$ cat src/rtl/msk_rcon_pkg.sv
// Shared types and constants for the masked AES round-constant sequencer.
// Optional feature macro: MSK_RCON_INV_EN (see msk_rcon_seq.sv).
package msk_rcon_pkg;

  typedef enum logic [1:0] {
    ST_IDLE = 2'd0,
    ST_RUN  = 2'd1,
    ST_DONE = 2'd2
  } state_e;

  localparam int         NROUNDS    = 10;
  localparam logic [7:0] RCON_FIRST = 8'h01;
  localparam logic [7:0] RCON_LAST  = 8'h36;
  localparam logic [7:0] AES_POLY   = 8'h1B;

  // Multiply by x in GF(2^8) modulo the AES polynomial.
  function automatic logic [7:0] xtime(input logic [7:0] r);
    return {r[6:0], 1'b0} ^ (r[7] ? AES_POLY : 8'h00);
  endfunction

  // Divide by x in GF(2^8); undoes xtime.
  function automatic logic [7:0] inv_xtime(input logic [7:0] r);
    return r[0] ? (((r ^ AES_POLY) >> 1) | 8'h80) : (r >> 1);
  endfunction

endpackage

$ cat src/rtl/MSKcst.sv
// Public constant to d-share encoding: share 0 carries the bit, other shares
// are zero. Bit j share i lands at index j*d+i.
module MSKcst #(
  parameter int d     = 2,
  parameter int count = 1
) (
  input  logic [count-1:0]   cst,
  output logic [count*d-1:0] out
);

  genvar j, s;
  generate
    for (j = 0; j < count; j++) begin : g_bit
      for (s = 0; s < d; s++) begin : g_shr
        if (s == 0) begin : g_s0
          assign out[j*d+s] = cst[j];
        end else begin : g_sn
          assign out[j*d+s] = 1'b0;
        end
      end
    end
  endgenerate

endmodule

$ cat src/rtl/msk_rcon_seq.sv
// Masked AES round-constant sequencer: on start, streams the 10 round
// constants through a valid/ready port as a d-share sharing, then pulses done.
// Define MSK_RCON_INV_EN to add the inv input, which runs the sequence in
// reverse order (36 down to 01) for decryption key schedules.
`ifndef DEFAULTSHARES
`define DEFAULTSHARES 2
`endif

module msk_rcon_seq
  import msk_rcon_pkg::*;
#(
  parameter int d = `DEFAULTSHARES
) (
  input  logic           clk,
  input  logic           rst_n,
  input  logic           start,
`ifdef MSK_RCON_INV_EN
  input  logic           inv,
`endif
  input  logic           clear,
  output logic           busy,
  output logic           out_valid,
  input  logic           out_ready,
  output logic [3:0]     out_round,
  output logic [8*d-1:0] rcon_sh,
  output logic           done
);

  localparam logic [3:0] LAST_RND = 4'(NROUNDS);

  state_e     state;
  logic [7:0] rcon;
  logic [7:0] rcon_nxt;
  logic [7:0] rcon_pub;
  logic [3:0] rnd;
  logic       run;
  logic       fire;

  assign run  = (state == ST_RUN);
  assign fire = run & out_ready;

`ifdef MSK_RCON_INV_EN
  logic inv_q;

  // Direction latched at start selects forward or inverse stepping.
  always_comb begin
    rcon_nxt = inv_q ? inv_xtime(rcon) : xtime(rcon);
  end
`else
  // Forward-only stepping.
  always_comb begin
    rcon_nxt = xtime(rcon);
  end
`endif

  // Sequencer FSM, constant and round counter; clear overrides everything.
  always_ff @(posedge clk or negedge rst_n) begin
    if (!rst_n) begin
      state <= ST_IDLE;
      rcon  <= RCON_FIRST;
      rnd   <= 4'd0;
`ifdef MSK_RCON_INV_EN
      inv_q <= 1'b0;
`endif
    end else if (clear) begin
      state <= ST_IDLE;
      rnd   <= 4'd0;
    end else begin
      case (state)
        ST_IDLE: begin
          if (start) begin
            state <= ST_RUN;
            rnd   <= 4'd1;
`ifdef MSK_RCON_INV_EN
            inv_q <= inv;
            rcon  <= inv ? RCON_LAST : RCON_FIRST;
`else
            rcon  <= RCON_FIRST;
`endif
          end
        end
        ST_RUN: begin
          if (fire) begin
            if (rnd == LAST_RND) begin
              state <= ST_DONE;
              rnd   <= 4'd0;
            end else begin
              rcon <= rcon_nxt;
              rnd  <= rnd + 4'd1;
            end
          end
        end
        ST_DONE: state <= ST_IDLE;
        default: state <= ST_IDLE;
      endcase
    end
  end

  // Outputs are gated by RUN so IDLE/DONE (and reset) present all zeros.
  always_comb begin
    busy      = run;
    out_valid = run;
    out_round = run ? rnd : 4'd0;
    rcon_pub  = run ? rcon : 8'h00;
    done      = (state == ST_DONE);
  end

  MSKcst #(
    .d     (d),
    .count (8)
  ) u_enc (
    .cst (rcon_pub),
    .out (rcon_sh)
  );

endmodule

$ cat config.mk
export PLATFORM = sky130hd
export DESIGN_NAME = msk_rcon_seq
export DESIGN_NICKNAME = d
export VERILOG_FILES = /design/src/rtl/msk_rcon_pkg.sv /design/src/rtl/MSKcst.sv /design/src/rtl/msk_rcon_seq.sv
export SDC_FILE = /design/constraint.sdc
export NUM_CORES = 1
export LEC_CHECK = 0
export CORE_MARGIN = 3
export CORE_UTILIZATION = 40
export DETAILED_ROUTE_END_ITERATION = 7
export PLACE_DENSITY = 0.69
export SETUP_SLACK_MARGIN = 0.02
export SYNTH_ARGS = -nofsm -noshare
export SYNTH_HDL_FRONTEND = slang
export SYNTH_HIERARCHICAL = 1
export SYNTH_SLANG_ARGS = --single-unit
$ cat constraint.sdc
create_clock -name clk -period 2.9 [get_ports clk]
set_input_delay 0.29 -clock clk [delete_from_list [all_inputs] [get_ports clk]]
set_output_delay 0.29 -clock clk [all_outputs]
set_load 0.1 [all_outputs]
==> impl_metrics.toml <==
[clock_network]
cts.sinks = 14
cts_root_buf = "clkbuf_4"
tritoncts = "yes"
cts_resized = 0
path_clk_slew_ns = 0.08
numCtsBuffers = 3
cts_htree_levels = 1
ctsLongestPathBuffers = 2
cts_hold_buffers = 0
clkLatencyLatePin_ns = 0.28
post_cts_buffers = 0

[synthesis]
synth_top_area_share_pct = 34.3
netlist_area_sq_um = 950
ys_warn_count = 6
ys_async_sr_fraction_pct = 100
netlist_top_cells_area = "dfrtp_1, buf_4, and2_1"
synth_common_cells = "buf_4, dfrtp_1, and2_1"
synth_edf_count = 0
synth_cells = 96
synth_cell_type_count = 30
synth_top_area_cell = "dfrtp_1"
synth_most_common_cell = "buf_4"
synth_ff_type = "dfrtp_1"
synth_seq_cells = 14
ys_seq_area_share_pct = 37.0
syn_area_per_cell_sq_um = 9.89

[sta]
setup_ws_ns = 0.731
worst_pin_slew_ns = 0.717
layout_min_cycle_time_ns = 2.17
fin_setup_tns_ns = 0
setup_viol = 0
rsz0062_at_grt = "false"
timing.final.max_slew_violations = 0
fin_crit_sh_pct = 74.8
slew_headroom_pct = 52.2
final_hold_viol_count = 0
fmax_mhz = 461
finClkSkew_ns = 0.00139

[grt]
grtUsageTotal_pct = 12.2
antenna_found_initial = 0
grt_max_degree = 15
grt_pass1_vias = 588
grt_pass1_wl_um = 2530
overflow = 0

[finish]
layout-drive-gt1-share_pct = 27.4
postLayoutCellArea_sq_um = 1060
syn_to_final_growth_pct = 11.7
diodes = 0
nets = 114
fin_util_pct = 47.5
nFillCells = 226

[floorplanning]
die_area_sq_um = 2990
dieHeight_um = 54.7
dieWidth_um = 54.7
io_pins = 28
core_area_sq_um = 2230
start_util_pct = 42.5
rows = 17

[critical_path]
critPathMaxFanout = 9
path_class = "reg -> reg"
path_delay_family = "compound AO/OA/AOI/OAI gates"
r2r_cells = 5
rrSetupSlack_ns = 0.73
cp.buffers_inverters = 1
crit_required_ns = 3.07
end_kind = "flip-flop"
path_cells = "inv_1, ha_1, and3b_1, a2111oi_4, mux2_2"
crit_arrival_ns = 2.34
worst-path-stages = 5
r2r_start = "rnd[0]"
r2r-end = "rcon[6]"
slowest_delay_ns = 0.73
slowest_stage = "a2111oi_4"
start_kind = "flip-flop"

[detailed_routing]
drc_errors = 0
avgRoutedWirePerCell_um = 11.2
wl_um = 1500
via_per_inst = 4.69
firstDrtPassIters = 2
dr.first_iter.drc_count = 3
vias = 628
ant_nets = 0

[place]
gp_congestion = 0.801
io_buffers = 19
place_area_sq_um = 1020
post-place-ws_ns = 0.678
hpwl_um = 1180

[status]
status = "complete, no violations"

[job]
max_cap_viol_count = 0

[power_and_ir_drop]
p_per_area_nw_per_um2 = 485
ir_drop_mv = 0.209
p_leak_nw = 0.528

[hold_path]
min_path_type = "in -> async"
final cells by class:
type / count / area, sq um / area share (%)
timing repair buffer: 20 / 160 / 15.1
clock buffer: 4 / 36.3 / 3.42
multi-input combinational: 63 / 459 / 43.3
sequential: 14 / 352 / 33.1
inverter: 5 / 18.8 / 1.77
tap: 28 / 35.0 / 3.30
report_power, final:
group	internal [mW]	switching, mW	total, mW	leakage, nW
logic	0.0353	0.124	0.159	0.319
clock network	0.0763	0.0609	0.137	0.0210
registers	0.208	0.0104	0.219	0.188
cells in the final DEF (no fill, tap or decap), drive strengths merged, types with 2 or more instances in the layout:
| master | synthesis | routed |
|---|---|---|
| and2 | 9 | 9 |
| and3 | 2 | 2 |
| buf | 18 | 16 |
| clkbuf | 3 | 4 |
| clkdlybuf4s50 | 0 | 4 |
| conb | 1 | 8 |
| dfrtp | 13 | 13 |
| ha | 2 | 2 |
| inv | 5 | 5 |
| mux2 | 7 | 7 |
| mux2i | 3 | 3 |
| nand3b | 3 | 3 |
| nor2 | 7 | 7 |
| nor2b | 3 | 3 |
| o211ai | 2 | 2 |
| o21ai | 2 | 2 |
| xnor2 | 3 | 3 |
flip-flops by register name, indices dropped and copies added, names as in the netlist:
| signal | flops |
|---|---|
| rcon | 8 |
| rnd | 4 |
| state | 2 |
kinds of logic (layout without fill, tap and decap cells):
group	Yosys count	in the layout	synth area share, %
compound gates	7	7	7.51
xor+xnor	3	3	2.77
fa+ha+maj	2	2	2.63
buf+inv	26	29	17.4
flops	14	14	37.0
mux	10	10	11.5
other cells	1	8	0.395
simple gates	33	33	20.8
worst max-delay path by stage:
| stage | to | start | slack (ns) |
|---|---|---|---|
| after global placement | rcon[2] | out_ready | 0.73 |
| after global routing | out_round[0] | state[1] | 0.61 |
| after detailed placement | rcon[1] | out_ready | 0.68 |
| after CTS | rcon[1] | rnd[0] | 0.71 |
| after floorplan | out_round[2] | state[1] | 0.42 |
| final | rcon[6] | rnd[0] | 0.73 |
metal layers:
metal / vias up / share of wire, % / GRT usage (%)
li1: 317 / - / -
met1: 283 / 47 / 15.5
met2: 23 / 42 / 17.3
met3: 5 / 8.1 / 3.54
met4: 0 / 2.6 / 8.71
met5: - / 0 / 0
metrics by stage:
stage | hold slack, ns | std cells | power (mW)
floorplan | -0.00559 | 103 | 0.368
global placement | 0.463 | 130 | 0.380
detailed placement | 0.469 | 130 | 0.382
CTS | 0.399 | 134 | 0.523
global route | 0.422 | 134 | 0.545
finish | 0.388 | 134 | 0.515
(Power assumes the default switching activity.)
==> patch, RTL diff (same settings) <==
The 3 states of `state_e` get a one-hot encoding in 3 bits.
--- a/src/rtl/msk_rcon_pkg.sv
+++ b/src/rtl/msk_rcon_pkg.sv
@@ -2,10 +2,10 @@
 // Optional feature macro: MSK_RCON_INV_EN (see msk_rcon_seq.sv).
 package msk_rcon_pkg;
 
-  typedef enum logic [1:0] {
-    ST_IDLE = 2'd0,
-    ST_RUN  = 2'd1,
-    ST_DONE = 2'd2
+  typedef enum logic [2:0] {
+    ST_IDLE = 3'b001,
+    ST_RUN  = 3'b010,
+    ST_DONE = 3'b100
   } state_e;
 
   localparam int         NROUNDS    = 10;
Behaviour: same outputs for any inputs over 10 cycles, from zero or initial values and one cycle with rst_n low; not proved beyond that.
==> patch against the unedited design <==
  * Area after synthesis is 6.7% higher
  * Cell area is 5.2% higher
  * Clock power is 12% lower
  * Wire length up 27%
  * Synthesized cell count increased by 6.3%
  * Sequential cell count increased by 1
  * Total power shrank 14%
  * Sequential share of layout area up 0.72 points
  * Worst setup slack better by 0.022 ns
  * Maximum frequency grew 1.0%
  * Critical endpoint is now rcon_sh[2]
  * Largest power group unchanged
  * Highest routed layer unchanged
==> patch: results <==
[pwr]
irDropWorstVdd_v = 0.000221
power.leakage_nw = 0.534
internal-power_mw = 0.289
p_seq_mw = 0.223
power_mw = 0.441
p_comb_mw = 0.0993

[finish]
comb.multi_input.count = 68
n_all_buffers = 19
reg.largest.list = rcon: 8 flops, rnd: 4 flops, state: 3 flops
postLayoutCoreUtil_pct = 48.6
inv_count = 7
clkCellAreaFrac_pct = 2.35
fin_nets = 121
nFillCells = 232
buffer_area_share_pct = 13.7

[outcome]
status = completed

[routing]
viasPerCell = 5.18
wirelength_met1_um = 841
drt_iter0_markers = 8
dr.pass1.iters = 4
dr_wl_met3_um = 115
route.met2.wl_um = 938

[critical_path]
rr_worst_depth = 3
cp_slowest_cell = or3b_1
reg2reg_slack_ns = 1.27
cp_top_family = simple AND/OR/NAND/NOR gates
path_max_fanout = 11
reg2reg_from = state[2]
arrival_ns = 1.86
max_stage_delay_ns = 0.56

[timing]
skew_ns = 0.00385

[global_routing]
use_met1_pct = 16.7
grt_use_met3_pct = 4.60
grt_max_degree = 16

[synth]
yosys-top-cells-count = buf_4, dfrtp_1, and2_1, nor2_1, a22o_1
synth_compound_area_share_pct = 16.7
synth.ff_latch_count = 15
synth-xor-area-share_pct = 2.59
ys_types = 38
synth_mux_area_share_pct = 0.988
synthTopCellsByArea = dfrtp_1, buf_4, a22o_1, dfstp_2, and2_1

[place]
dp_hpwl_mm = 1.46
gp_congestion = 0.833
[patch: changes by cell type in the layout (fill, tap and decap cells not counted), moves of 2 or more]
cell      unedited run  this run
mux2i_1              3         1
mux2_1               2         0
mux2_2               5         0
nand2_1              1         3
xor2_1               0         3
a21oi_1              0         3
o211ai_1             2         0
a22o_1               1         7
o32ai_1              0         2
xnor2_1              3         0
[patch: worst reg2reg max path: cells and delay by family, from the launching register on]
kind	cells	cell delay [ns]
AO/OA/AOI/OAI	2	0.57
AND/OR/NAND/NOR	1	0.56
flip-flops	1	0.45
[patch: cell families after synthesis]
family,after synthesis
xor+xnor,3
mux,1
flops,15
other cells,1
simple gates,35
fa+ha+maj,2
buf+inv,26
compound gates,19
[patch: stage by stage]
stage,setup slack [ns],hold slack [ns],instances
floorplan,0.409,-0.00559,109
global route,0.640,0.476,141
global placement,1.09,0.506,137
CTS,0.736,0.441,141
finish,0.754,0.418,141
detailed placement,1.07,0.505,137
